## config.mk

```make
export PLATFORM = sky130hd
export DESIGN_NAME = sync_fifo_ctrl
export DESIGN_NICKNAME = d
export VERILOG_FILES = /design/src/rtl/fifo_pkg.sv /design/src/rtl/fifo_mem.sv /design/src/rtl/sync_fifo_ctrl.sv
export SDC_FILE = /design/constraint.sdc
export NUM_CORES = 1
export LEC_CHECK = 0
export BUFFER_PORTS_ARGS = -buffer_cell sky130_fd_sc_hd__buf_2
export CAP_MARGIN = 5
export CORE_MARGIN = 2
export CORE_UTILIZATION = 45
export CTS_CLUSTER_DIAMETER = 40
export DETAILED_ROUTE_END_ITERATION = 8
export GPL_TIMING_DRIVEN = 1
export RECOVER_POWER = 50
export SLEW_MARGIN = 10
export SYNTH_ARGS = -nofsm -noshare
export SYNTH_HDL_FRONTEND = slang
export SYNTH_SLANG_ARGS = --single-unit
```

## constraint.sdc

```tcl
create_clock -name clk -period 6.1 [get_ports clk]
set_input_delay 1.22 -clock clk [delete_from_list [all_inputs] [get_ports clk]]
set_output_delay 1.22 -clock clk [all_outputs]
set_load 0.05 [all_outputs]
```

## src/rtl/fifo_pkg.sv

```systemverilog
`default_nettype none
// ============================================================================
//  Module      : fifo_pkg
//  Description : Shared types and helpers for the single-clock FIFO.
//                - FIFO_PTR_T / FIFO_COUNT_T : width-parametrised type macros
//                - fifo_flags_t              : decoded status flags
//                - decode_flags()            : flag decode from an occupancy
//                - params_ok()               : elaboration-time margin checks
//  Revision    : 1.0  initial release
// ============================================================================

// Pointer carries one extra wrap bit above the address bits.
`define FIFO_PTR_T(AW)   logic [(AW):0]
// Occupancy must represent 0..DEPTH inclusive.
`define FIFO_COUNT_T(AW) logic [(AW):0]

package fifo_pkg;

   localparam int unsigned C_DEF_WIDTH     = 8;
   localparam int unsigned C_DEF_DEPTH     = 16;
   localparam int unsigned C_DEF_AF_MARGIN = 2;
   localparam int unsigned C_DEF_AE_MARGIN = 2;
   localparam int unsigned C_MIN_DEPTH     = 4;

   typedef struct packed {
      logic full;
      logic empty;
      logic almost_full;
      logic almost_empty;
   } fifo_flags_t;

   function automatic fifo_flags_t decode_flags(
      input int unsigned cnt,
      input int unsigned depth,
      input int unsigned af_margin,
      input int unsigned ae_margin
   );
      fifo_flags_t f;
      f.full         = (cnt == depth);
      f.empty        = (cnt == 0);
      f.almost_full  = (cnt >= (depth - af_margin));
      f.almost_empty = (cnt <= ae_margin);
      return f;
   endfunction

   function automatic logic params_ok(
      input int unsigned width,
      input int unsigned depth,
      input int unsigned af_margin,
      input int unsigned ae_margin
   );
      logic pow2;
      pow2 = (depth != 0) && ((depth & (depth - 1)) == 0);
      return (width >= 1) && pow2 && (depth >= C_MIN_DEPTH) &&
             (af_margin >= 1) && (af_margin <= depth - 1) &&
             (ae_margin >= 1) && (ae_margin <= depth - 1);
   endfunction

endpackage

`default_nettype wire

```

## src/rtl/fifo_mem.sv

```systemverilog
`default_nettype none
// ============================================================================
//  Module      : fifo_mem
//  Description : WIDTH x DEPTH register array storage for the FIFO.
//                One synchronous write port, one asynchronous read port.
//                Contents are not reset.
//  Ports       : clk            clock
//                we             write enable
//                waddr / wdata  write address / data
//                raddr / rdata  read address / combinational read data
//  Revision    : 1.0  initial release
// ============================================================================
module fifo_mem #(
   parameter int WIDTH = 8,
   parameter int DEPTH = 16,
   parameter int AW    = $clog2(DEPTH)
) (
   input  logic             clk,
   input  logic             we,
   input  logic [AW-1:0]    waddr,
   input  logic [WIDTH-1:0] wdata,
   input  logic [AW-1:0]    raddr,
   output logic [WIDTH-1:0] rdata
);

   logic [WIDTH-1:0] mem_q [DEPTH];

   always_ff @(posedge clk) begin
      if (we) begin
         mem_q[waddr] <= wdata;
      end
   end

   assign rdata = mem_q[raddr];

endmodule

`default_nettype wire

```

## src/rtl/sync_fifo_ctrl.sv

```systemverilog
`default_nettype none
// ============================================================================
//  Module      : sync_fifo_ctrl
//  Description : Parametrised single-clock FIFO with write ack/err pulses,
//                read err pulse, programmable almost-full/almost-empty
//                thresholds, occupancy count and synchronous flush.
//                Build option FIFO_FWFT_EN selects first-word-fall-through
//                read; otherwise dout is registered on a successful read.
//  Ports       : clk            clock (posedge)
//                clear          asynchronous active-high reset
//                flush          synchronous empty request (highest priority)
//                din / wr_en    write data / request
//                rd_en          read request (FWFT: pop)
//                dout/rd_valid  read data / valid
//                rd_err         read while empty (1-cycle pulse)
//                wr_ack/wr_err  previous write accepted / rejected pulses
//                full, empty, almost_full, almost_empty, count
//  Revision    : 1.0  initial release
// ============================================================================
module sync_fifo_ctrl
   import fifo_pkg::*;
#(
   parameter int WIDTH     = 8,
   parameter int DEPTH     = 16,
   parameter int AF_MARGIN = 2,
   parameter int AE_MARGIN = 2
) (
   input  logic                     clk,
   input  logic                     clear,
   input  logic                     flush,
   input  logic [WIDTH-1:0]         din,
   input  logic                     wr_en,
   input  logic                     rd_en,
   output logic [WIDTH-1:0]         dout,
   output logic                     rd_valid,
   output logic                     rd_err,
   output logic                     wr_ack,
   output logic                     wr_err,
   output logic                     full,
   output logic                     empty,
   output logic                     almost_full,
   output logic                     almost_empty,
   output logic [$clog2(DEPTH):0]   count
);

   localparam int AW = $clog2(DEPTH);

   typedef `FIFO_PTR_T(AW)   ptr_t;
   typedef `FIFO_COUNT_T(AW) count_t;

   generate
      if (!params_ok(WIDTH, DEPTH, AF_MARGIN, AE_MARGIN)) begin : g_bad_params
         $error("sync_fifo_ctrl: illegal WIDTH/DEPTH/AF_MARGIN/AE_MARGIN");
      end
   endgenerate

   ptr_t        wr_ptr_q, wr_ptr_d;
   ptr_t        rd_ptr_q, rd_ptr_d;
   count_t      count_q,  count_d;
   logic        wr_ack_q, wr_ack_d;
   logic        wr_err_q, wr_err_d;
   logic        rd_err_q, rd_err_d;
   logic        wr_ok, rd_ok;
   logic [WIDTH-1:0] mem_rdata;
   fifo_flags_t flags;

   // Flags depend only on the registered count, never on this cycle's requests.
   assign flags = decode_flags(32'(count_q), DEPTH, AF_MARGIN, AE_MARGIN);

   // The wrap bits are kept for pointer bookkeeping; occupancy is tracked
   // separately in count_q, so nothing downstream needs them.
   logic unused_wrap_bits;
   assign unused_wrap_bits = wr_ptr_q[AW] ^ rd_ptr_q[AW];

   always_comb begin
      wr_ok    = wr_en & ~flags.full  & ~flush;
      rd_ok    = rd_en & ~flags.empty & ~flush;
      wr_ptr_d = wr_ptr_q;
      rd_ptr_d = rd_ptr_q;
      count_d  = count_q;
      wr_ack_d = wr_ok;
      wr_err_d = wr_en & flags.full  & ~flush;
      rd_err_d = rd_en & flags.empty & ~flush;

      if (flush) begin
         wr_ptr_d = '0;
         rd_ptr_d = '0;
         count_d  = '0;
      end else begin
         if (wr_ok) wr_ptr_d = wr_ptr_q + ptr_t'(1);
         if (rd_ok) rd_ptr_d = rd_ptr_q + ptr_t'(1);
         case ({wr_ok, rd_ok})
            2'b10:   count_d = count_q + count_t'(1);
            2'b01:   count_d = count_q - count_t'(1);
            default: count_d = count_q;
         endcase
      end
   end

   always_ff @(posedge clk or posedge clear) begin
      if (clear) begin
         wr_ptr_q <= '0;
         rd_ptr_q <= '0;
         count_q  <= '0;
         wr_ack_q <= 1'b0;
         wr_err_q <= 1'b0;
         rd_err_q <= 1'b0;
      end else begin
         wr_ptr_q <= wr_ptr_d;
         rd_ptr_q <= rd_ptr_d;
         count_q  <= count_d;
         wr_ack_q <= wr_ack_d;
         wr_err_q <= wr_err_d;
         rd_err_q <= rd_err_d;
      end
   end

   fifo_mem #(
      .WIDTH (WIDTH),
      .DEPTH (DEPTH),
      .AW    (AW)
   ) u_mem (
      .clk   (clk),
      .we    (wr_ok),
      .waddr (wr_ptr_q[AW-1:0]),
      .wdata (din),
      .raddr (rd_ptr_q[AW-1:0]),
      .rdata (mem_rdata)
   );

`ifdef FIFO_FWFT_EN
   // Head of queue is always presented; rd_en only advances rd_ptr.
   assign dout     = mem_rdata;
   assign rd_valid = ~flags.empty;
`else
   logic [WIDTH-1:0] dout_q, dout_d;
   logic             rd_valid_q, rd_valid_d;

   always_comb begin
      dout_d     = dout_q;
      rd_valid_d = rd_ok;
      if (rd_ok) dout_d = mem_rdata;
   end

   always_ff @(posedge clk or posedge clear) begin
      if (clear) begin
         dout_q     <= '0;
         rd_valid_q <= 1'b0;
      end else begin
         dout_q     <= dout_d;
         rd_valid_q <= rd_valid_d;
      end
   end

   assign dout     = dout_q;
   assign rd_valid = rd_valid_q;
`endif

   assign rd_err       = rd_err_q;
   assign wr_ack       = wr_ack_q;
   assign wr_err       = wr_err_q;
   assign full         = flags.full;
   assign empty        = flags.empty;
   assign almost_full  = flags.almost_full;
   assign almost_empty = flags.almost_empty;
   assign count        = count_q;

endmodule

`default_nettype wire
```

==> qor.log <==
[sta] min Tclk post-route 3531 ps
[global_route] wire length of the first global-routing pass 19,450 um
[routing] total wire length 12,610 um
[power] cell-internal power 0.001990 W
[cells_and_area] nets@finish 409
[run_status] result of the run completed
[power] PD cells 403.9 mW/mm^2
[critical_path] cell family with most CP delay simple AND/OR/NAND/NOR gates
[synth] area share of the largest cell type after synthesis 60.66%
[sta] relative slew slack 21.23%
[floorplanning] Starting Density 45.82%
[routing] remaining antenna violation count after routing 0
[cells_and_area] total area of multi-input combinational cells 0.001723 sq mm
[synth] Post-synth top flop sky130_fd_sc_hd__edfxtp_1
[routing] detailed-route wire length per cell 21.66 um
[synth] count of state elements after synthesis 153
[critical_path] arrival time of the worst setup path 3570 ps
[worst_hold_path] worst hold path type flop to flop
[synth] Synth top cells by count sky130_fd_sc_hd__edfxtp_1 (128), sky130_fd_sc_hd__mux4_2 (32), sky130_fd_sc_hd__nor2_1 (27), sky130_fd_sc_hd__dfrtp_1 (25), sky130_fd_sc_hd__mux2i_1 (21)
[critical_path] termination of the worst setup path u_mem.mem_q[3][3]
[critical_path] cells along the critical path clkbuf_1 -> inv_1 -> a211oi_1 -> nand2_1 -> nor3_1
[critical_path] reg-to-reg critical path endpoint count[4]
[sta] maximum clock frequency 283.2 MHz
[job] max-cap viol count 0
[critical_path] instance count on the critical path 5
[global_route] initial antenna violation count 0
[clock_network] Setup Buffers After CTS 0
[critical_path] worst setup path startpoint wr_en
[routing] vias per std cell 5.711
[critical_path] biggest fanout along the worst timing path 9
[global_route] overall fraction of global-route tracks in use 18.27%
[power] Max VDD drop 0.2429 mV
[floorplanning] total I/O pin count 34
[critical_path] Buffers & Inverters on Critical Path 2
[clock_network] number of buffers created by CTS 17
[synth] cell area after technology mapping 0.006336 sq mm
[sta] final hold violation count 0
[synth] EDFF count, synth 128
[routing] number of search-and-repair iterations in the first detailed-routing pass 5
[power] combinational share of power 19.9%
[placement] IO buf count 33
[placement] HPWL after DPL 8054 um
[synth] post-synthesis instance total 359
[power] Leakage 2.439 nW
[clock_network] Root Driver sky130_fd_sc_hd__clkbuf_16
[placement] DP Cell Count 550
[cells_and_area] antenna diode count 0
[critical_path] cells on worst reg2reg path 8
[floorplanning] Die Y-Extent 122.7 um
[clock_network] worst skew pair latency 420 ps
[clock_network] maximum level of the CTS H-tree 4
[sta] setup violators final 0
[cells_and_area] number of standard cells in the final layout excluding fillers 582
[critical_path] required time of the worst setup path 6130 ps
[clock_network] Clock Pin Slew Worst Setup and Hold Paths 60 ps
[sta] Fin Clk Skew 7.635 ps
[cells_and_area] Fillers 1,085
[clock_network] maximum clock insertion buffer count 2
[clock_network] CTS resizes 0
[floorplanning] core region area 0.01383 sq mm
[synth] Avg Inst Size Synth 17.65 sq um
[power] proportion of total power due to net switching 31.81%
[synth] most area-hungry cell type in the Yosys netlist sky130_fd_sc_hd__edfxtp_1
[routing] number of DRC markers in iteration 0 458
[critical_path] Critical Path Sink Type flop
[global_route] pin count of the biggest net entering global routing 35
[critical_path] minimum setup slack among reg-to-reg paths 2920 ps
[critical_path] RR Startpoint count[1]
[routing] Via Count 3,324
[sta] setup repair after global routing missed its margin false
[global_route] via count of the first global-routing pass 3,228
[floorplanning] number of placement rows 43
[global_route] residual overflow from global routing 0
[clock_network] TritonCTS clock tree done
[sta] share of the cycle needed by the critical path after routing 57.89%
[synth] largest cells by area after synthesis sky130_fd_sc_hd__edfxtp_1 (61%), sky130_fd_sc_hd__mux4_2 (11%), sky130_fd_sc_hd__dfrtp_1 (9.9%), sky130_fd_sc_hd__mux2i_1 (3.3%), sky130_fd_sc_hd__nor2_1 (1.6%)
[floorplanning] die boundary width 122.7 um
[placement] global placer's final weighted congestion 0.7444
[floorplanning] die area 0.01505 sq mm
[power] power dissipated by switching net loads 0.0009285 W
[cells_and_area] Layout area overhead 14.04%
[synth] Syn. warnings 0
[sta] Final Max Tran Viols 0
[sta] Worst-Margin Slew 1173 ps
[synth] share of synthesized flip-flops with an asynchronous set or reset 16.34%
[critical_path] critical path class input pin to flop
[synth] synth unique cells 45
[power] clock share of power 36.4%
[routing] DR DRC count 0
[sta] Hold Worst Slack 488.3 ps
[sta] final total negative setup slack 0 ps
[critical_path] max incr delay on CP 940 ps
[synth] register area share after synthesis 70.54%
[synth] most common cell in the synthesized netlist sky130_fd_sc_hd__edfxtp_1
[cells_and_area] Sequential cell area 0.004471 sq mm
[clock_network] sink count of the clock tree 153
[power] share of power burned in registers 43.7%
[power] Final Power 0.002919 W
[synth] post-synthesis net count 379
[cells_and_area] ratio of cells with drive above 1 in the final layout 24.88%
[critical_path] Worst setup SP type input pin
[clock_network] number of buffers inserted for hold repair after clock tree synthesis 0
[critical_path] Critical-path top delay cell sky130_fd_sc_hd__nor3_1
==> cell families (layout without fill, tap and decap cells) <==
group / count (synthesis) / count (layout) / synth area share [%]
DFF: 153 / 153 / 70.54
and+or+nand+nor: 71 / 71 / 5.233
muxes: 55 / 55 / 15.05
adders and majority gates: 7 / 7 / 1.382
xor gates and xnor gates: 8 / 8 / 1.106
buffers and inverters: 32 / 75 / 2.212
AOI/OAI and AO/OA: 33 / 33 / 4.483
==> power by group through the flow <==
| stage | Clock, W | Sequential (W) | Combinational, W |
|---|---|---|---|
| after global placement | 0 | 0.00129 | 0.000581 |
| after CTS | 0.00107 | 0.00127 | 0.000586 |
| after detailed placement | 0 | 0.00130 | 0.000583 |
| after floorplan | 0 | 0.00140 | 0.000345 |
| final | 0.00106 | 0.00127 | 0.000580 |
| after global routing | 0.00112 | 0.00129 | 0.000620 |
==> cell usage in the layout (no fill, tap or decap), drive strengths merged, types with 6 or more instances in the layout <==
master and count:
buf 26, nand2 17, o221ai 8, o211ai 7, edfxtp 128, dfrtp 25, mux2i 21, nor2 27
inv 16, ha 7, mux4 32, clkbuf 27, nor3 6
==> tightest hold or removal path, cell delays in order (launching register included) <==
cell and delay, ps:
sky130_fd_sc_hd__dfrtp_1 340, sky130_fd_sc_hd__nand2_1 50, sky130_fd_sc_hd__o221ai_1 60
==> through the flow <==
stage	setup WS, ps	util [%]	instance area [sq um]
2_1_floorplan	1483	-	6336
3_3_place_gp	2413	47.97	6633
3_5_place_dp	2284	47.97	6633
4_1_cts	2672	52.37	7241
5_1_grt	2403	52.26	7226
6_report	2569	52.26	7226
==> routing by layer <==
layer  share of wire (%)  vias up  global-route usage, %
li1                    -     1483                      -
met3                 6.4       14                  4.926
met4                 1.1        0                  5.747
met1                  46     1717                  26.82
met2                  46      110                  26.69
met5                   0        -                      0
==> cell type report <==
class	count	share of cell area, %
inverters	8	0.4156
clock inverters	14	2.476
flip-flops and latches	153	61.87
clock buffers	18	5.939
repair buffers	35	2.338
multi-input cells	174	23.84
well taps	180	3.117
==> state kept, by name, indices dropped and copies added (netlist names) <==
| name | flops |
|---|---|
| count | 5 |
| dout | 8 |
| rd_err | 1 |
| rd_ptr_q | 4 |
| rd_valid | 1 |
| u_mem.mem_q | 128 |
| wr_ack | 1 |
| wr_err | 1 |
| wr_ptr_q | 4 |
==> worst min-delay path by stage <==
| stage | endpoint | startpoint | slack (ps) | cells after the start |
|---|---|---|---|---|
| 6_report | dout[7] | dout[7] | 490 | 2 |
| 5_1_grt | dout[3] | dout[3] | 520 | 2 |
| 4_1_cts | dout[3] | dout[3] | 490 | 2 |
| 3_5_place_dp | dout[3] | dout[3] | 470 | 2 |
| 3_3_place_gp | dout[4] | dout[4] | 460 | 2 |
| 2_1_floorplan | rd_ptr_q[0] | rd_ptr_q[0] | 560 | 2 |
Note: power is estimated with default switching activity, not from simulation.
